**src/rtl/fetch_unit_if.sv**
```systemverilog
// Instruction-memory read port: one outstanding word request, acked by a one-cycle strobe.
interface fetch_unit_if #(
    parameter int ADDR_WIDTH = 32
);
    logic                  imem_req;
    logic [ADDR_WIDTH-1:0] imem_addr;
    logic                  imem_ack;
    logic [31:0]           imem_rdata;

    modport master (output imem_req, imem_addr, input imem_ack, imem_rdata);
    modport slave  (input imem_req, imem_addr, output imem_ack, imem_rdata);
endinterface

```
**src/rtl/fetch_unit.sv**
```systemverilog
// Fetch stage: owns the PC, fetches one word at a time and hands it to the decoder,
// holding it under stall and redirecting on taken branches.
module fetch_unit #(
    parameter int                    ADDR_WIDTH = 32,
    parameter logic [ADDR_WIDTH-1:0] RESET_PC   = '0
) (
    input  logic                  clk,
    input  logic                  reset,
    fetch_unit_if.master          imem,
    input  logic                  stall,
    input  logic                  branch_taken,
    input  logic [ADDR_WIDTH-1:0] branch_target,
    output logic [31:0]           instruction,
    output logic                  enable,
    output logic [ADDR_WIDTH-1:0] instr_pc,
    output logic [ADDR_WIDTH-1:0] pc_plus8
);
    typedef enum logic [1:0] {IDLE, FETCH, FLUSH, DELIVER} state_t;

    state_t                state_q;
    logic [ADDR_WIDTH-1:0] pc_q, addr_q, ipc_q, pc8_q;
    logic [31:0]           instr_q;
    logic                  req_q, en_q;
    logic [ADDR_WIDTH-1:0] tgt_d, pc4_d, pc8_d;

    assign tgt_d = branch_target & ~ADDR_WIDTH'(3);
    assign pc4_d = pc_q + ADDR_WIDTH'(4);
    assign pc8_d = pc_q + ADDR_WIDTH'(8);

    always_ff @(posedge clk) begin
        if (reset) begin
            state_q <= IDLE;
            pc_q    <= RESET_PC;
            req_q   <= 1'b0;
            addr_q  <= RESET_PC;
            instr_q <= '0;
            en_q    <= 1'b0;
            ipc_q   <= '0;
            pc8_q   <= ADDR_WIDTH'(8);
        end else begin
            case (state_q)
                IDLE: begin
                    state_q <= FETCH;
                    req_q   <= 1'b1;
                    pc_q    <= branch_taken ? tgt_d : pc_q;
                    addr_q  <= branch_taken ? tgt_d : pc_q;
                end
                FETCH: begin
                    if (branch_taken) begin
                        pc_q <= tgt_d;
                        // A live request cannot be withdrawn: without ack, drain it in FLUSH.
                        if (imem.imem_ack) addr_q  <= tgt_d;
                        else               state_q <= FLUSH;
                    end else if (imem.imem_ack) begin
                        instr_q <= imem.imem_rdata;
                        ipc_q   <= pc_q;
                        pc8_q   <= pc8_d;
                        pc_q    <= pc4_d;
                        en_q    <= 1'b1;
                        req_q   <= 1'b0;
                        state_q <= DELIVER;
                    end
                end
                FLUSH: begin
                    if (branch_taken) pc_q <= tgt_d;
                    if (imem.imem_ack) begin
                        state_q <= FETCH;
                        addr_q  <= branch_taken ? tgt_d : pc_q;
                    end
                end
                DELIVER: begin
                    if (branch_taken || !stall) begin
                        en_q    <= 1'b0;
                        req_q   <= 1'b1;
                        pc_q    <= branch_taken ? tgt_d : pc_q;
                        addr_q  <= branch_taken ? tgt_d : pc_q;
                        state_q <= FETCH;
                    end
                end
                default: state_q <= IDLE;
            endcase
        end
    end

    assign imem.imem_req  = req_q;
    assign imem.imem_addr = addr_q;
    assign instruction    = instr_q;
    assign enable         = en_q;
    assign instr_pc       = ipc_q;
    assign pc_plus8       = pc8_q;
endmodule

```
**src/flat_wrapper.sv**
```systemverilog
// flat-port wrapper written by rule: the top's interface ports become plain ports
module fetch_unit_flat 
#(
    parameter int                    ADDR_WIDTH = 32,
    parameter logic [ADDR_WIDTH-1:0] RESET_PC   = '0
)
  (clk, reset, stall, branch_taken, branch_target, instruction, enable, instr_pc, pc_plus8, imem_imem_req, imem_imem_addr, imem_imem_ack, imem_imem_rdata);
  fetch_unit_if #(.ADDR_WIDTH(ADDR_WIDTH)) imem_i ();
  input  logic clk;
  input  logic reset;
  input  logic stall;
  input  logic branch_taken;
  input  logic [ADDR_WIDTH-1:0] branch_target;
  output logic [31:0] instruction;
  output logic enable;
  output logic [ADDR_WIDTH-1:0] instr_pc;
  output logic [ADDR_WIDTH-1:0] pc_plus8;
  output wire logic [$bits(imem_i.imem_req)-1:0] imem_imem_req;
  output wire logic [$bits(imem_i.imem_addr)-1:0] imem_imem_addr;
  input wire logic [$bits(imem_i.imem_ack)-1:0] imem_imem_ack;
  input wire logic [$bits(imem_i.imem_rdata)-1:0] imem_imem_rdata;
  assign imem_imem_req = imem_i.imem_req;
  assign imem_imem_addr = imem_i.imem_addr;
  assign imem_i.imem_ack = imem_imem_ack;
  assign imem_i.imem_rdata = imem_imem_rdata;
  fetch_unit #(.ADDR_WIDTH(ADDR_WIDTH), .RESET_PC(RESET_PC)) u_core (.clk(clk), .reset(reset), .imem(imem_i), .stall(stall), .branch_taken(branch_taken), .branch_target(branch_target), .instruction(instruction), .enable(enable), .instr_pc(instr_pc), .pc_plus8(pc_plus8));
endmodule
```
**config.mk**
```make
export PLATFORM = sky130hd
export DESIGN_NAME = fetch_unit_flat
export DESIGN_NICKNAME = d
export VERILOG_FILES = /design/src/rtl/fetch_unit_if.sv /design/src/rtl/fetch_unit.sv /design/src/flat_wrapper.sv
export SDC_FILE = /design/constraint.sdc
export NUM_CORES = 1
export LEC_CHECK = 0
export CORE_MARGIN = 2
export CORE_UTILIZATION = 32
export CTS_CLUSTER_DIAMETER = 30
export CTS_CLUSTER_SIZE = 10
export DETAILED_ROUTE_END_ITERATION = 16
export SYNTH_ARGS = -nofsm -noshare
export SYNTH_HDL_FRONTEND = slang
export SYNTH_SLANG_ARGS = --single-unit
```
**constraint.sdc**
```tcl
create_clock -name clk -period 6.8 [get_ports clk]
set_clock_uncertainty 0.15 [all_clocks]
set_input_delay 0.68 -clock clk [delete_from_list [all_inputs] [get_ports clk]]
set_output_delay 0.68 -clock clk [all_outputs]
set_load 0.03 [all_outputs]
```
# Word-level counts from Yosys, hierarchy flattened
# Index checks and enable logic that the tools add are counted.
[totals]
wordCells = 56
reg_bits = 164
inputBits = 69
[classes]
muxes = 23
add_sub_neg = 2
n_bitwise = 1
reduce_logical = 12
n_eq_ne = 10
[ops]
columns = ["op", "count"]
rows = [
  ["32-bit two-way mux", 7],
  ["32-bit case mux with 4 select lines", 1],
  ["32-bit case mux with 3 select lines", 1],
  ["32-bit by 3-bit adder with 32-bit output (second input constant)", 1],
  ["32-bit by 4-bit adder with 32-bit output (second input constant)", 1],
  ["4-bit AND reduction", 4],
  ["2-bit two-way mux", 5],
  ["2-bit != test (second input constant)", 4],
  ["2-bit case mux with 4 select lines", 1],
  ["1-bit two-way mux", 6],
  ["3-bit != test (second input constant)", 2],
  ["2-bit == test (second input constant)", 2],
  ["1-bit case mux with 3 select lines", 1],
  ["3-bit AND reduction", 1],
  ["3-bit nonzero test", 1],
  ["2-bit by 1-bit == test with 1-bit output (second input constant)", 1],
  ["2-bit logical NOT", 1],
  ["2-bit by 1-bit != test with 1-bit output (second input constant)", 1],
  ["1-bit case mux with 2 select lines", 1],
  ["2-bit AND reduction", 1],
  ["2-bit nonzero test", 1],
  ["2-bit OR reduction", 1],
  ["1-bit logical NOT", 1],
  ["1-bit logical OR", 1],
  ["1-bit NOT", 1],
]

# Logic depth before layout (Yosys ltp)
[logic_depth]
depth_word = 4
ltp_mapped = 7
ltp_nobuf = 5

# Least setup slack after synthesis
# No wires, ideal clock.
[synth_path]
kind = "reg-to-reg"
start = "reg u_core.pc_q[4]"
end = "reg u_core.pc8_q[21] (netlist: u_core.pc_plus8[21])"
arrival_ns = 2.076
setup_time_ns = 0.091
required_ns = 6.559
path_stages_with_launch = 7
path_slack_ns = 4.483
synth_period_minus_slack_ns = 2.317
cell_sequence = "dfxtp_1 > ha_1 > nand3_1 > or4_1 > buf_2 > or3_1 > a311oi_1"
[synth_between]
elab_chain_len = 1
[synth_lines]
columns = ["element", "line_no", "rtl"]
rows = [
  ["from (decl)", "fetch_unit.sv:21", "logic [ADDR_WIDTH-1:0] pc_q, addr_q, ipc_q, pc8_q;"],
  ["from (signal assigned)", "fetch_unit.sv:45", "pc_q <= branch_taken ? tgt_d : pc_q;"],
  ["from (signal assigned)", "fetch_unit.sv:50", "pc_q <= tgt_d;"],
  ["from (signal assigned)", "fetch_unit.sv:58", "pc_q <= pc4_d;"],
  ["32-bit by 4-bit adder with 32-bit output", "fetch_unit.sv:28", "assign pc8_d = pc_q + ADDR_WIDTH'(8);"],
  ["to (signal assigned)", "fetch_unit.sv:57", "pc8_q <= pc8_d;"],
  ["to (decl)", "fetch_unit.sv:21", ""],
]
# No other way between the ends.
# A chain may end at the register's enable or synchronous reset.

# Worst setup path after layout
[layout_path]
start = "in imem_imem_ack"
end = "reg u_core.pc_q[29]"
[layout_between]
elab_chain_len = 2
[layout_lines]
columns = ["element", "line_no", "rtl"]
rows = [
  ["from (decl)", "flat_wrapper.sv:20", "input wire logic [$bits(imem_i.imem_ack)-1:0] imem_imem_ack;"],
  ["3-bit != test (no source line)", "--", ""],
  ["2-bit AND reduction (no source line)", "--", ""],
]
# No other way between the ends.

==> summary.txt <==
Status
  – Status: completed

Critical path
  – CP Launch Type: primary input
  – CP endpoint kind: flop
  – Critical path class: primary input to flop
  – WP data required: 6.96 ns
  – CP Max Fanout: 14
  – Arrival time at the worst endpoint: 3.31 ns

Timing
  – Setup TNS: 0 ns
  – Max_slew headroom: 0.250
  – Count of final hold-check violations: 0
  – Endpoints failing setup: 0
  – Achievable clock frequency: 317 MHz
  – Slew Viols, Final: 0
  – Unrepaired setup endpoints after global routing: false
  – Final worst path period need: 3.15 ns
  – Slew @ Worst Pin: 1.13 ns
  – Crit path setup slack, layout: 3.65 ns
  – Period utilization: 0.464

Clock tree
  – Resized Gates After CTS: 0
  – Clock Pin Slew Worst Setup and Hold Paths: 0.06 ns
  – CTS tree: yes
  – Clock latency on the worst-skew pair: 0.44 ns
  – Total CTS buffers: 17
  – # Post-CTS Setup Buffers: 0
  – H-tree levels: 4
  – Root Driver: clkbuf_16
  – Max clock buf depth: 2
  – # hold bufs at CTS: 0
  – Clk sinks: 161

Run
  – Max_cap viols: 0

Yosys
  – Main flop type after synthesis: dfxtp_1
  – Mapped Area: 0.00725 mm2
  – Number of synthesized flops with an enable pin: 0
  – Synth unique cells: 50
  – Top cells by count, synth: 171 x nand2_1, 161 x dfxtp_1, 107 x a21oi_1
  – Ys Warns: 0
  – Synth async-reset ratio: 0
  – Count leader, synth: nand2_1
  – Syn Area/Cell: 8.07 um2
  – Syn_nets: 970
  – Flops & latches, synth: 161
  – Post-synth top area cell: dfxtp_1
  – Post-Synthesis Cells: 899
  – Post-synthesis sequential area ratio: 0.444
  – Top-area cell type share of the netlist area: 0.444
  – Area contributors post-synth: dfxtp_1 44%, nand2_1 8.9%, a21oi_1 7.4%

Detailed routing
  – 1st-iter DRT viols: 479
  – Total Wirelength: 23.6 mm
  – DR WL/cell: 17.8 um
  – Vias: 6994
  – Vias per inst: 5.28
  – Post-route ant nets: 0
  – DR DRC count: 0
  – TritonRoute pass-1 iters: 5

Cells and area
  – Filler cells: 2235
  – Share of layout cells above drive strength 1: 0.0577
  – # nets final: 1098
  – Final non-filler cell total: 1325
  – N_diodes: 0
  – Area Growth Syn to Fin: 36.4%
  – Post-route design area: 0.00989 mm2
  – Finished Core Util: 0.441

Global routing
  – All-Layer GR Usage: 0.198
  – Congestion Overflow GR: 0
  – Pin count of the biggest net entering global routing: 102
  – First-pass GRT wire length: 37.5 mm
  – Initial antenna violation count: 0
  – Number of global-route vias before repair: 6673

Pwr
  – Power density cells: 247 mW/mm2
  – Maximum VDD drop: 0.174 mV
  – Leakage: 3.16 nW

Hold path
  – Worst hold path class: flop to flop

Die
  – # rows: 55
  – Core ar.: 0.0224 mm2
  – Die Area: 0.0239 mm2
  – Die width: 155 um
  – Initial core utilization: 0.323
  – # IOs: 199
  – Die Span Y: 155 um

Placed design
  – Hpwl dp: 15.5 mm
  – Place WS: 3.21 ns
  – Placer Congestion: 0.844
  – Cells after DPL: 1293
  – Placed Area: 0.00928 mm2
  – IO buf count: 196
[path summary, 6_finish.rpt]
check / depth (start not counted) / slack [ns] / to / from
worst max-delay path: 5 / 3.65 / u_core.pc_q[29]$_SDFFE_PP0P_ / imem_imem_ack
worst min register to register: 2 / 0.30 / u_core.instruction[10]$_SDFFE_PP0P_ / u_core.instruction[10]$_SDFFE_PP0P_
worst min-delay path: 2 / 0.30 / u_core.instruction[10]$_SDFFE_PP0P_ / u_core.instruction[10]$_SDFFE_PP0P_
worst max register to register: 5 / 3.97 / u_core.pc_plus8[21]$_SDFFE_PP0P_ / u_core.pc_q[4]$_SDFFE_PP0P_
[power by group]
part / switching (mW) / total [mW] / internal, mW
sequential: 0.0628 / 1.06 / 0.996
combinational: 0.219 / 0.381 / 0.162
clock: 0.413 / 1.00 / 0.589
[cells by family (layout without fill, tap and decap cells)]
| logic type | Yosys count | count (layout) | share of synthesized area |
|---|---|---|---|
| xor+xnor | 23 | 23 | 0.0278 |
| compound gates | 246 | 246 | 0.215 |
| simple gates | 343 | 343 | 0.226 |
| flops | 161 | 161 | 0.444 |
| mux | 16 | 16 | 0.0223 |
| fa+ha+maj | 2 | 2 | 0.00345 |
| buf+inv | 108 | 249 | 0.0606 |
[layer usage]
metal,wire length [um],global-route usage,up-vias
li1,-,-,3467
met5,0,0,-
met1,11000,0.267,3294
met2,10600,0.306,208
met4,357,0.0586,0
met3,1690,0.0594,25
[flip-flops by register name, indices dropped and copies added, names as in the netlist]
| name | flops |
|---|---|
| u_core.instruction | 32 |
| u_core.state_q | 2 |
| u_core.imem.imem_addr | 32 |
| u_core.imem.imem_req | 1 |
| u_core.instr_pc | 29 |
| u_core.pc_q | 32 |
| u_core.enable | 1 |
| u_core.pc_plus8 | 32 |
[through the flow]
stage          power (mW)  hold WS, ns
2_1_floorplan        1.28        0.290
3_3_place_gp         1.46        0.291
3_5_place_dp         1.46        0.296
4_1_cts              2.47        0.304
5_1_grt              2.54        0.322
6_report             2.44        0.303
[critical path, cell delays in order]
cell and delay, ns:
clkdlybuf4s50_1 0.81, nand4b_1 0.45, nor4_2 0.81, a311oi_1 0.19, a2111oi_0 0.37
[placed cells by master, fill, tap and decap left out, types with 3 or more instances in the layout]
| cell | Yosys | layout |
|---|---|---|
| and4_1 | 6 | 6 |
| nand2b_1 | 3 | 3 |
| bufinv_16 | 0 | 3 |
| nor2_1 | 60 | 58 |
| clkbuf_16 | 0 | 17 |
| o31ai_1 | 10 | 10 |
| nand4_1 | 17 | 17 |
| buf_4 | 3 | 12 |
| a21oi_1 | 107 | 107 |
| dfxtp_1 | 161 | 161 |
| nor2b_1 | 4 | 4 |
| a211oi_1 | 35 | 35 |
| clkinvlp_4 | 0 | 5 |
| xnor2_1 | 17 | 17 |
| nor3_1 | 10 | 10 |
| or3_1 | 11 | 11 |
| nand2_1 | 171 | 171 |
| nor3b_1 | 3 | 3 |
| o21ai_0 | 32 | 32 |
| mux2i_1 | 15 | 15 |
| or2_2 | 4 | 4 |
| nand3_1 | 8 | 8 |
| nor4_1 | 14 | 14 |
| or4_1 | 13 | 13 |
| xor2_1 | 6 | 6 |
| a311oi_1 | 42 | 42 |
| and3_1 | 4 | 4 |
| inv_1 | 10 | 10 |
| clkdlybuf4s50_1 | 0 | 194 |
| a2111oi_0 | 5 | 5 |
| o211ai_1 | 4 | 4 |
| o31a_1 | 3 | 3 |
[layout make-up]
type | count | area, um2 | share of cell area
Multi-Input combinational cell | 630 | 3630 | 0.367
Sequential cell | 161 | 3220 | 0.326
Timing Repair Buffer | 207 | 2040 | 0.206
Clock buffer | 20 | 447 | 0.0452
Tap cell | 285 | 357 | 0.0361
Clock inverter | 12 | 159 | 0.0161
Inverter | 10 | 37.5 | 0.00380
(Power assumes the default switching activity.)
